`src/rtl/hazard_scoreboard.sv`:
```
// rtl/hazard_scoreboard.sv - pipeline RAW hazard scoreboard with freeze/flush and optional bypass selects (FORWARDING_EN)
//
// Build option: define FORWARDING_EN to enable per-operand bypass selects and
// load-use-only stalling. Without it, any in-flight writer of a source register
// freezes ID until the writer has reached the register file.
//
// Slot k describes the instruction k+1 stages past ID (slot0 = EXE, slot1 = MEM).
// A slot is {v, wb, ld, dest}; bubbles have v=0.

module hazard_scoreboard #(
  parameter int REG_W = 4,
  parameter int DEPTH = 2,
  parameter int CNT_W = 16,
  localparam int SEL_W = $clog2(DEPTH + 1)
) (
  input  logic             clk,
  input  logic             rst,
  input  logic             id_valid,
  input  logic [REG_W-1:0] id_src1,
  input  logic             id_src1_used,
  input  logic [REG_W-1:0] id_src2,
  input  logic             id_src2_used,
  input  logic             id_wb_en,
  input  logic             id_mem_r_en,
  input  logic [REG_W-1:0] id_dest,
  input  logic             branch_taken,
  output logic             freeze,
  output logic             flush,
  output logic [SEL_W-1:0] fwd_sel1,
  output logic [SEL_W-1:0] fwd_sel2,
  output logic [CNT_W-1:0] stall_cnt
);

  // Scoreboard slot state
  logic [DEPTH-1:0] v_q, v_d;
  logic [DEPTH-1:0] wb_q, wb_d;
  logic [DEPTH-1:0] ld_q, ld_d;
  logic [REG_W-1:0] dest_q [DEPTH];
  logic [REG_W-1:0] dest_d [DEPTH];

  logic [CNT_W-1:0] stall_cnt_q, stall_cnt_d;

  // Per-slot match of each ID source against an in-flight writer
  logic [DEPTH-1:0] hit1, hit2;

  // Ungated control; outputs are masked by rst below
  logic             freeze_raw;
  logic             flush_raw;
  logic [SEL_W-1:0] sel1_raw, sel2_raw;

  // The load flag of older slots only matters with forwarding; keep every bit observed
  logic unused_ld;
  assign unused_ld = ^ld_q;

  // Compare both ID sources against every live writing slot (r15 included)
  always_comb begin
    hit1 = '0;
    hit2 = '0;
    for (int k = 0; k < DEPTH; k++) begin
      hit1[k] = id_valid & id_src1_used & v_q[k] & wb_q[k] & (dest_q[k] == id_src1);
      hit2[k] = id_valid & id_src2_used & v_q[k] & wb_q[k] & (dest_q[k] == id_src2);
    end
  end

  // Hazard resolution: a taken branch squashes ID, so it overrides any stall
  always_comb begin
    flush_raw = branch_taken;
    sel1_raw  = '0;
    sel2_raw  = '0;
`ifdef FORWARDING_EN
    // Only a load in EXE cannot be bypassed in time
    freeze_raw = !flush_raw & (hit1[0] | hit2[0]) & ld_q[0];
    // Walk oldest to youngest so the youngest matching writer wins
    for (int k = DEPTH - 1; k >= 0; k--) begin
      if (hit1[k]) sel1_raw = SEL_W'(k + 1);
      if (hit2[k]) sel2_raw = SEL_W'(k + 1);
    end
    if (freeze_raw || flush_raw) begin
      sel1_raw = '0;
      sel2_raw = '0;
    end
`else
    freeze_raw = !flush_raw & ((|hit1) | (|hit2));
`endif
  end

  // Slot shift: ID enters slot0 only when it actually issues, otherwise a bubble
  always_comb begin
    v_d[0]    = id_valid & !freeze_raw & !flush_raw;
    wb_d[0]   = id_wb_en;
    ld_d[0]   = id_mem_r_en;
    dest_d[0] = id_dest;
    for (int k = 1; k < DEPTH; k++) begin
      v_d[k]    = v_q[k-1];
      wb_d[k]   = wb_q[k-1];
      ld_d[k]   = ld_q[k-1];
      dest_d[k] = dest_q[k-1];
    end
  end

  // Saturating count of frozen cycles
  always_comb begin
    stall_cnt_d = stall_cnt_q;
    if (freeze_raw && (stall_cnt_q != {CNT_W{1'b1}})) begin
      stall_cnt_d = stall_cnt_q + CNT_W'(1);
    end
  end

  // State registers with synchronous reset
  always_ff @(posedge clk) begin
    if (rst) begin
      v_q         <= '0;
      wb_q        <= '0;
      ld_q        <= '0;
      stall_cnt_q <= '0;
      for (int k = 0; k < DEPTH; k++) begin
        dest_q[k] <= '0;
      end
    end else begin
      v_q         <= v_d;
      wb_q        <= wb_d;
      ld_q        <= ld_d;
      stall_cnt_q <= stall_cnt_d;
      for (int k = 0; k < DEPTH; k++) begin
        dest_q[k] <= dest_d[k];
      end
    end
  end

  // Outputs held quiet while reset is asserted
  always_comb begin
    freeze    = !rst & freeze_raw;
    flush     = !rst & flush_raw;
    fwd_sel1  = rst ? '0 : sel1_raw;
    fwd_sel2  = rst ? '0 : sel2_raw;
    stall_cnt = stall_cnt_q;
  end

endmodule

```
`config.mk`:
```
export PLATFORM = sky130hd
export DESIGN_NAME = hazard_scoreboard
export DESIGN_NICKNAME = d
export VERILOG_FILES = /design/src/rtl/hazard_scoreboard.sv
export SDC_FILE = /design/constraint.sdc
export NUM_CORES = 1
export LEC_CHECK = 0
export ABC_AREA = 1
export BUFFER_PORTS_ARGS = -buffer_cell sky130_fd_sc_hd__buf_2
export CORE_ASPECT_RATIO = 1.5
export CORE_MARGIN = 3
export CORE_UTILIZATION = 51
export DETAILED_ROUTE_END_ITERATION = 8
export PLACE_DENSITY = 0.83
export RECOVER_POWER = 25
export SLEW_MARGIN = 20
export SYNTH_ARGS = -nofsm -noshare
export SYNTH_HDL_FRONTEND = slang
export SYNTH_SLANG_ARGS = --single-unit
```
`constraint.sdc`:
```
create_clock -name clk -period 2.66 [get_ports clk]
set_clock_uncertainty 0.1 [all_clocks]
set_input_delay 0.665 -clock clk [delete_from_list [all_inputs] [get_ports clk]]
set_output_delay 0.665 -clock clk [all_outputs]
set_load 0.005 [all_outputs]
```
# Yosys cells after proc, flatten, opt, wreduce, memory -nomap -nowiden
# Memories as Yosys holds them, arrays and structs flattened.
# Cells that the tools add are included.
# word_totals
register_bits	20
latch_bits	0
ram_bits	8
romBits	0
input_bits	20
wordCells	43
mem_count	1
# op_classes
addsub	1
n_mul	0
n_div	0
order_cmp	0
n_eq_ne	5
n_shift	0
n_mux	5
bitwise_logic	22
n_reduce_logical	6
# memory_table
memory	words	word_bits	read_ports	rd_clocked_by_memory_dff	write_ports	line	text
dest_q	2	4	2	0	2	38	logic [REG_W-1:0] dest_q [DEPTH];
# op_table
operator	count
$and A1 B1 Y1	19
$add A16 B1 Y16 const B	1
$eq A4 B4 Y1	4
$ne A16 B16 Y1 const B	1
$mux W4	2
$reduce_or A2 Y1	2
$logic_not A1 Y1	3
$mux W1	3
$or A1 B1 Y1	3
$logic_and A1 B1 Y1	1

# Longest topological paths before layout
# Gate-level depths: netlist (run 1).
# depth
word_depth	10
depth_mapped	13
ltp_nobuf	12

# Least setup slack after synthesis (run 1)
# Ideal clock, no wire load.
# synth_path
kind	input to output
from	in id_valid
to	out freeze
arrival_ps	1444
path_slack_ps	451
cell_stages	9
path_cell_list	nand2_1 a21oi_1 nand2_1 nor2_1 nor2_1 nand2_2 buf_2 nand2_1 nor2_1
# synth_between
elab_chain_len	8
elab_cells_between_ends	19
# synth_rtl
element	line	text
start: declaration	18	input logic id_valid,
$and A1 B1 Y1, on equally long branches (4 in a row)	60, 61	
$reduce_or A2 Y1	83	freeze_raw = !flush_raw & ((|hit1) | (|hit2));
$or A1 B1 Y1 (*)	83	
$and A1 B1 Y1 (*)	83	
$and A1 B1 Y1 (*)	132	freeze = !rst & freeze_raw;
end: declaration	27	output logic freeze,
# Mark *: on every way between the ends. The rest lies on a longest branch, timed or not.

# Worst setup path after layout (run 1)
# layout_path
from	in id_src1[1]
to	out freeze
# layout_between
elab_chain_len	6
elab_cells_between_ends	8
# layout_rtl
element	line	text
start: declaration	19	input logic [REG_W-1:0] id_src1,
$eq A4 B4 Y1	60	hit1[k] = id_valid & id_src1_used & v_q[k] & wb_q[k] & (dest_q[k] == id_src1);
$and A1 B1 Y1	60	
$reduce_or A2 Y1 (*)	83	
$or A1 B1 Y1 (*)	83	
$and A1 B1 Y1 (*)	83	
$and A1 B1 Y1 (*)	132	
# Marked as above.

==> flow_summary_export.csv, run 1 <==
group,metric,value,unit
sta,max-slew-margin-rel,58.5,%
worst_setup_path,critical-path-top-delay-family,"simple AND/OR/NAND/NOR gates",
synth,synth_simple_gate_area_share,46.1,%
sta,finalSetupViolations,0,
worst_setup_path,critPathMaxFanout,3,
detailed_routing,routed_wl,3.84,mm
die,dieArea,4430,µm²
detailed_routing,first_pass_iters,4,
layout,nNetsFinal,362,
layout,final_cell_mix,"79 x nand2_1, 58 x inv_1, 41 x nor2_1",
synth,synthMuxAreaShare,0,%
synth,syn_avg_cell_area,6.05,µm²
cts,clock-sinks,28,
synth,synth_top_family_by_area,"simple AND/OR/NAND/NOR gates",
sta,hold_viol_final,0,
detailed_routing,vias,1882,
synth,synthAdderAreaFrac,0.672,%
worst_setup_path,cp-end-kind,"primary output",
die,die_h,80.0,µm
cts,path_clk_slew,90,ps
die,rows,26,
global_routing,grt_pass1_vias,1725,
synth,synth_area_leaders,"dfxtp_1 30%, nand2_1 16%, inv_1 12%, nor2_1 8.3%, nand3_1 7.3%",
synth,synth_top_area_share,30.1,%
run,cap_viol_max_count,0,
placement,gp_congestion,0.949,
pwr,max-vdd-ir-drop,0.233,mV
cts,cts-root-buf,"clkbuf_8",
global_routing,grt_pass1_wl,6.71,mm
hold_path,hold_path.class,"reg -> reg",
outcome,status,"complete, no violations",
pwr,powerDensity,370,nW/µm²
detailed_routing,ant_nets,0,
synth,synth_area,1860,µm²
worst_setup_path,crit_slowest_cell,"buf_2",
cts,hold_buffers,0,
worst_setup_path,critPathLaunchType,"input port",
layout,final_util,60.3,%
worst_setup_path,crit_buf_inv,4,
cts,clockBufferDepth,2,
sta,rsz0062_at_grt,"no",
sta,max_clock_freq,433,MHz
die,initial_core_util,54.0,%
global_routing,grt_max_degree,32,
cts,cts-resized-gates,0,
cts,clk_latency,270,ps
worst_setup_path,path_cells,"buf_2, inv_1, nand2_1, nand2_1, clkinv_1, nand3_1, nor2_1, nor2_1, nand2_2, nand2_1, nor2_1, buf_2",
placement,port_buffers,36,
layout,final_common_cell,"nand2_1",
detailed_routing,viasPerCell,4.93,
synth,synth_warnings,0,
synth,yosysTopAreaCell,"dfxtp_1",
layout,antenna_cells,0,
synth,synth-xor-area-share,2.82,%
worst_setup_path,cp.arrival,1550,ps
cts,cts_buffers,3,
detailed_routing,wl_per_cell,10.1,µm
die,die_x,55.4,µm
synth,ys_seq_elements,28,
sta,worst_pin_slew,622,ps
synth,ys_seq_area_share,30.1,%
die,ioPinCount,42,
pwr,p_leak,0.00104,µW
detailed_routing,post-route-drc-count,0,
layout,syn2layout_area_growth,11.6,%
synth,ys_types,21,
sta,period_share,86.9,%
cts,htreeDepth,1,
layout,final-seq-area,561,µm²
sta,fin_crit,2310,ps
detailed_routing,drt_iter0_drc,69,
worst_setup_path,required,1890,ps
cts,cts_tree,"built",
synth,syn_inst,308,
layout,multi_input_area,958,µm²
sta,drv_slew,0,
global_routing,antenna_found_initial,0,
worst_setup_path,path_class,"in -> out",
synth,synth_compound_area_share,1.07,%
sta,fin_setup_tns,0,ps
worst_setup_path,max_stage_delay,150,ps
global_routing,grt_overflow,0,
global_routing,track_usage,18.5,%
die,core-area,3450,µm²
layout,fill_cells,361,
layout,layout-drive-gt1-share,20.0,%
cts,post-cts-setup-buffers,0,
placement,hpwl,2.92,mm
==> power breakdown <==
part | internal (µW) | total [µW] | leakage, µW | switching [µW]
registers | 427 | 433 | 0.000228 | 5.85
logic | 29.5 | 76.9 | 0.000786 | 47.3
clock network | 133 | 261 | 0.0000288 | 128
==> worst paths after layout <==
check | start | to | slack, ps | cells past startpoint
setup / recovery | id_src1[1] | freeze | 350 | 12
hold / removal | wb_q[0] | wb_q[1] | 330 | 2
setup reg to reg | stall_cnt[0] | stall_cnt[11] | 860 | 10
hold reg to reg | wb_q[0] | wb_q[1] | 330 | 2
==> stage by stage <==
stage	cells	hold WS, ps	instance area (µm²)	setup slack, ps	power, µW
global route	382	377	2080	230	815
floorplan	311	303	1870	451	497
CTS	382	335	2080	354	783
global placement	378	310	2030	359	518
finish	382	330	2080	348	770
detailed placement	378	319	2030	356	519
==> logic make-up (layout without fill, tap and decap cells) <==
kind of cell | count (synthesis) | after routing
compound gates | 4 | 4
flops | 28 | 28
buf+inv | 82 | 111
xor+xnor | 6 | 6
fa+ha+maj | 1 | 1
simple gates | 186 | 186
other cells | 1 | 4
==> state kept, by name (all words and copies together) (netlist names) <==
signal / cells
wb_q: 2
v_q: 2
stall_cnt: 16
dest_q: 8
==> metal layers <==
metal / track usage, % / vias to the layer above / wire, µm / share of wire [%]
met2: 35.0 / 46 / 2030 / 53
met4: 10.2 / 0 / 82 / 2.1
li1: - / 977 / - / -
met5: 0 / - / 0 / 0
met3: 2.75 / 8 / 179 / 4.7
met1: 19.1 / 851 / 1550 / 40
==> cell usage after synthesis <==
library cell  instances
nor2_1               41
nand2_1              79
clkbuf_1              2
buf_2                 2
a21oi_1               4
nand4_1              18
buf_4                 6
buf_6                 3
nand3_1              27
clkinv_1              4
dfxtp_1              28
ha_1                  1
xnor2_1               6
inv_1                58
nor2_2                9
nand4_4               1
inv_2                 7
nand2_2               7
nor2_4                3
nor3_1                1
conb_1                1
==> final cells by class <==
| class | instances | area share [%] |
|---|---|---|
| multi-input cells | 201 | 46.1 |
| flip-flops and latches | 28 | 27.0 |
| inverters | 69 | 12.5 |
| repair buffers | 38 | 9.33 |
| clock buffers | 4 | 2.65 |
| well taps | 42 | 2.53 |
==> worst reg2reg max path: stages, from the launching register on <==
cell	delay, ps
dfxtp_1	400
ha_1	200
nand2_1	120
nor2_4	180
nand4_4	230
nand2_1	190
inv_1	70
nand3_1	80
nand2_1	50
inv_1	50
nor2_1	40
No activity file was read; power rests on OpenSTA's default activity.
==> run 2, diff against run 1 <==
CORE_UTILIZATION = 52   (was 51)
PLACE_DENSITY = 0.84   (was 0.83)
==> flow_summary_export.csv, run 2 (synthesis gave the netlist of run 1 again) <==
group,metric,value,unit
cts,clk_latency,270,ps
pwr,powerDensity,371,nW/µm²
cts,cts-resized-gates,0,
layout,layout-drive-gt1-share,20.0,%
global_routing,grt_pass1_vias,1688,
detailed_routing,drt_iter0_drc,41,
layout,multi_input_area,958,µm²
outcome,status,"complete, no violations",
worst_setup_path,startpoint,"id_src1[1]",
die,die_h,79.3,µm
worst_setup_path,crit_buf_inv,4,
cts,hold_buffers,0,
global_routing,track_usage,19.2,%
hold_path,hold_path.class,"reg -> reg",
detailed_routing,post-route-drc-count,0,
global_routing,grt_overflow,0,
worst_setup_path,critical-path-top-delay-family,"simple AND/OR/NAND/NOR gates",
layout,syn2layout_area_growth,11.6,%
layout,fill_cells,351,
worst_setup_path,max_stage_delay,140,ps
die,dieArea,4350,µm²
sta,hold_viol_final,0,
die,initial_core_util,54.5,%
pwr,p_leak,0.00104,µW
sta,finalWorstSetupSlack,356,ps
layout,antenna_cells,0,
die,die_x,54.9,µm
placement,hpwl,2.99,mm
sta,finalSetupViolations,0,
placement,dp_slack,360,ps
cts,clock-sinks,28,
worst_setup_path,critPathLaunchType,"input port",
worst_setup_path,critPathMaxFanout,3,
cts,clockBufferDepth,2,
layout,final_cell_mix,"79 x nand2_1, 58 x inv_1, 41 x nor2_1",
sta,max_clock_freq,434,MHz
detailed_routing,viasPerCell,4.93,
worst_setup_path,path_cells,"buf_2, inv_1, nand2_1, nand2_1, clkinv_1, nand3_1, nor2_1, nor2_1, nand2_2, nand2_1, nor2_1, buf_2",
worst_setup_path,required,1890,ps
die,rows,26,
pwr,p_switching,183,µW
worst_setup_path,reg2reg_from,"stall_cnt[0]",
run,cap_viol_max_count,0,
pwr,p_int,589,µW
worst_setup_path,path_class,"in -> out",
cts,post-cts-setup-buffers,0,
die,core-area,3420,µm²
placement,gp_congestion,0.783,
layout,final_common_cell,"nand2_1",
pwr,p_comb_share,10.0,%
detailed_routing,vias,1882,
layout,largest_register_ffs,16,
global_routing,antenna_found_initial,0,
cts,cts_tree,"built",
detailed_routing,ant_nets,0,
layout,nNetsFinal,362,
sta,period_share,86.6,%
layout,final-seq-area,561,µm²
worst_setup_path,crit_slowest_cell,"buf_2",
global_routing,grt_max_degree,32,
detailed_routing,wl_per_cell,10.1,µm
pwr,p_seq_share,56.1,%
cts,path_clk_slew,90,ps
die,ioPinCount,42,
pwr,power.share.clock,33.9,%
layout,final_util,60.9,%
placement,port_buffers,36,
pwr,sw_frac_of_total,23.7,%
cts,htreeDepth,1,
cts,cts-root-buf,"clkbuf_8",
sta,worst_pin_slew,532,ps
sta,max-slew-margin-rel,64.6,%
pwr,max-vdd-ir-drop,0.265,mV
worst_setup_path,cp.arrival,1540,ps
hold_path,hold_start,"v_q[0]",
sta,drv_slew,0,
detailed_routing,routed_wl,3.87,mm
cts,cts_buffers,3,
worst_setup_path,cp-end-kind,"primary output",
sta,fin_setup_tns,0,ps
sta,rsz0062_at_grt,"no",
detailed_routing,first_pass_iters,4,
global_routing,grt_pass1_wl,6.50,mm
sta,fin_crit,2300,ps
-- run 2: power by group through the flow --
stage / combinational [µW] / sequential (µW) / clock [µW]
6_report: 77.4 / 433 / 262
3_5_place_dp: 77.6 / 443 / 0
4_1_cts: 78.1 / 433 / 269
2_1_floorplan: 55.2 / 442 / 0
3_3_place_gp: 75.9 / 442 / 0
5_1_grt: 88.1 / 434 / 283
-- run 2: final cells by class --
| cell class | count | share of cell area (%) |
|---|---|---|
| inverters | 69 | 12.5 |
| clock buffers | 4 | 2.65 |
| flip-flops and latches | 28 | 27.0 |
| multi-input cells | 201 | 46.1 |
| well taps | 42 | 2.53 |
| repair buffers | 38 | 9.33 |
-- run 2: layer usage --
layer / vias to the layer above / track usage, % / wire, µm
met2: 40 / 38.6 / 2160
met4: 0 / 4.49 / 49
met5: - / 0 / 0
met1: 858 / 19.7 / 1520
li1: 977 / - / -
met3: 7 / 1.13 / 140
-- run 2: worst paths after layout --
path	to	slack [ps]	cells past startpoint
min reg2reg	v_q[1]	330	2
min	v_q[1]	330	2
max reg2reg	stall_cnt[11]	840	10
max	freeze	360	12
-- run 2: tightest hold or removal path, delay by kind of cell (launching register included) --
family / cells / cell delay (ps)
DFF: 1 / 320
buffers and inverters: 1 / 50
and+or+nand+nor: 1 / 30
-- run 2: through the flow --
| step | area, µm² | hold WS [ps] | instances | total power (µW) |
|---|---|---|---|---|
| final | 2080 | 326 | 382 | 772 |
| after global routing | 2080 | 367 | 382 | 805 |
| after CTS | 2080 | 329 | 382 | 780 |
| after detailed placement | 2030 | 315 | 378 | 520 |
| after global placement | 2030 | 309 | 378 | 518 |
| after floorplan | 1870 | 303 | 311 | 497 |
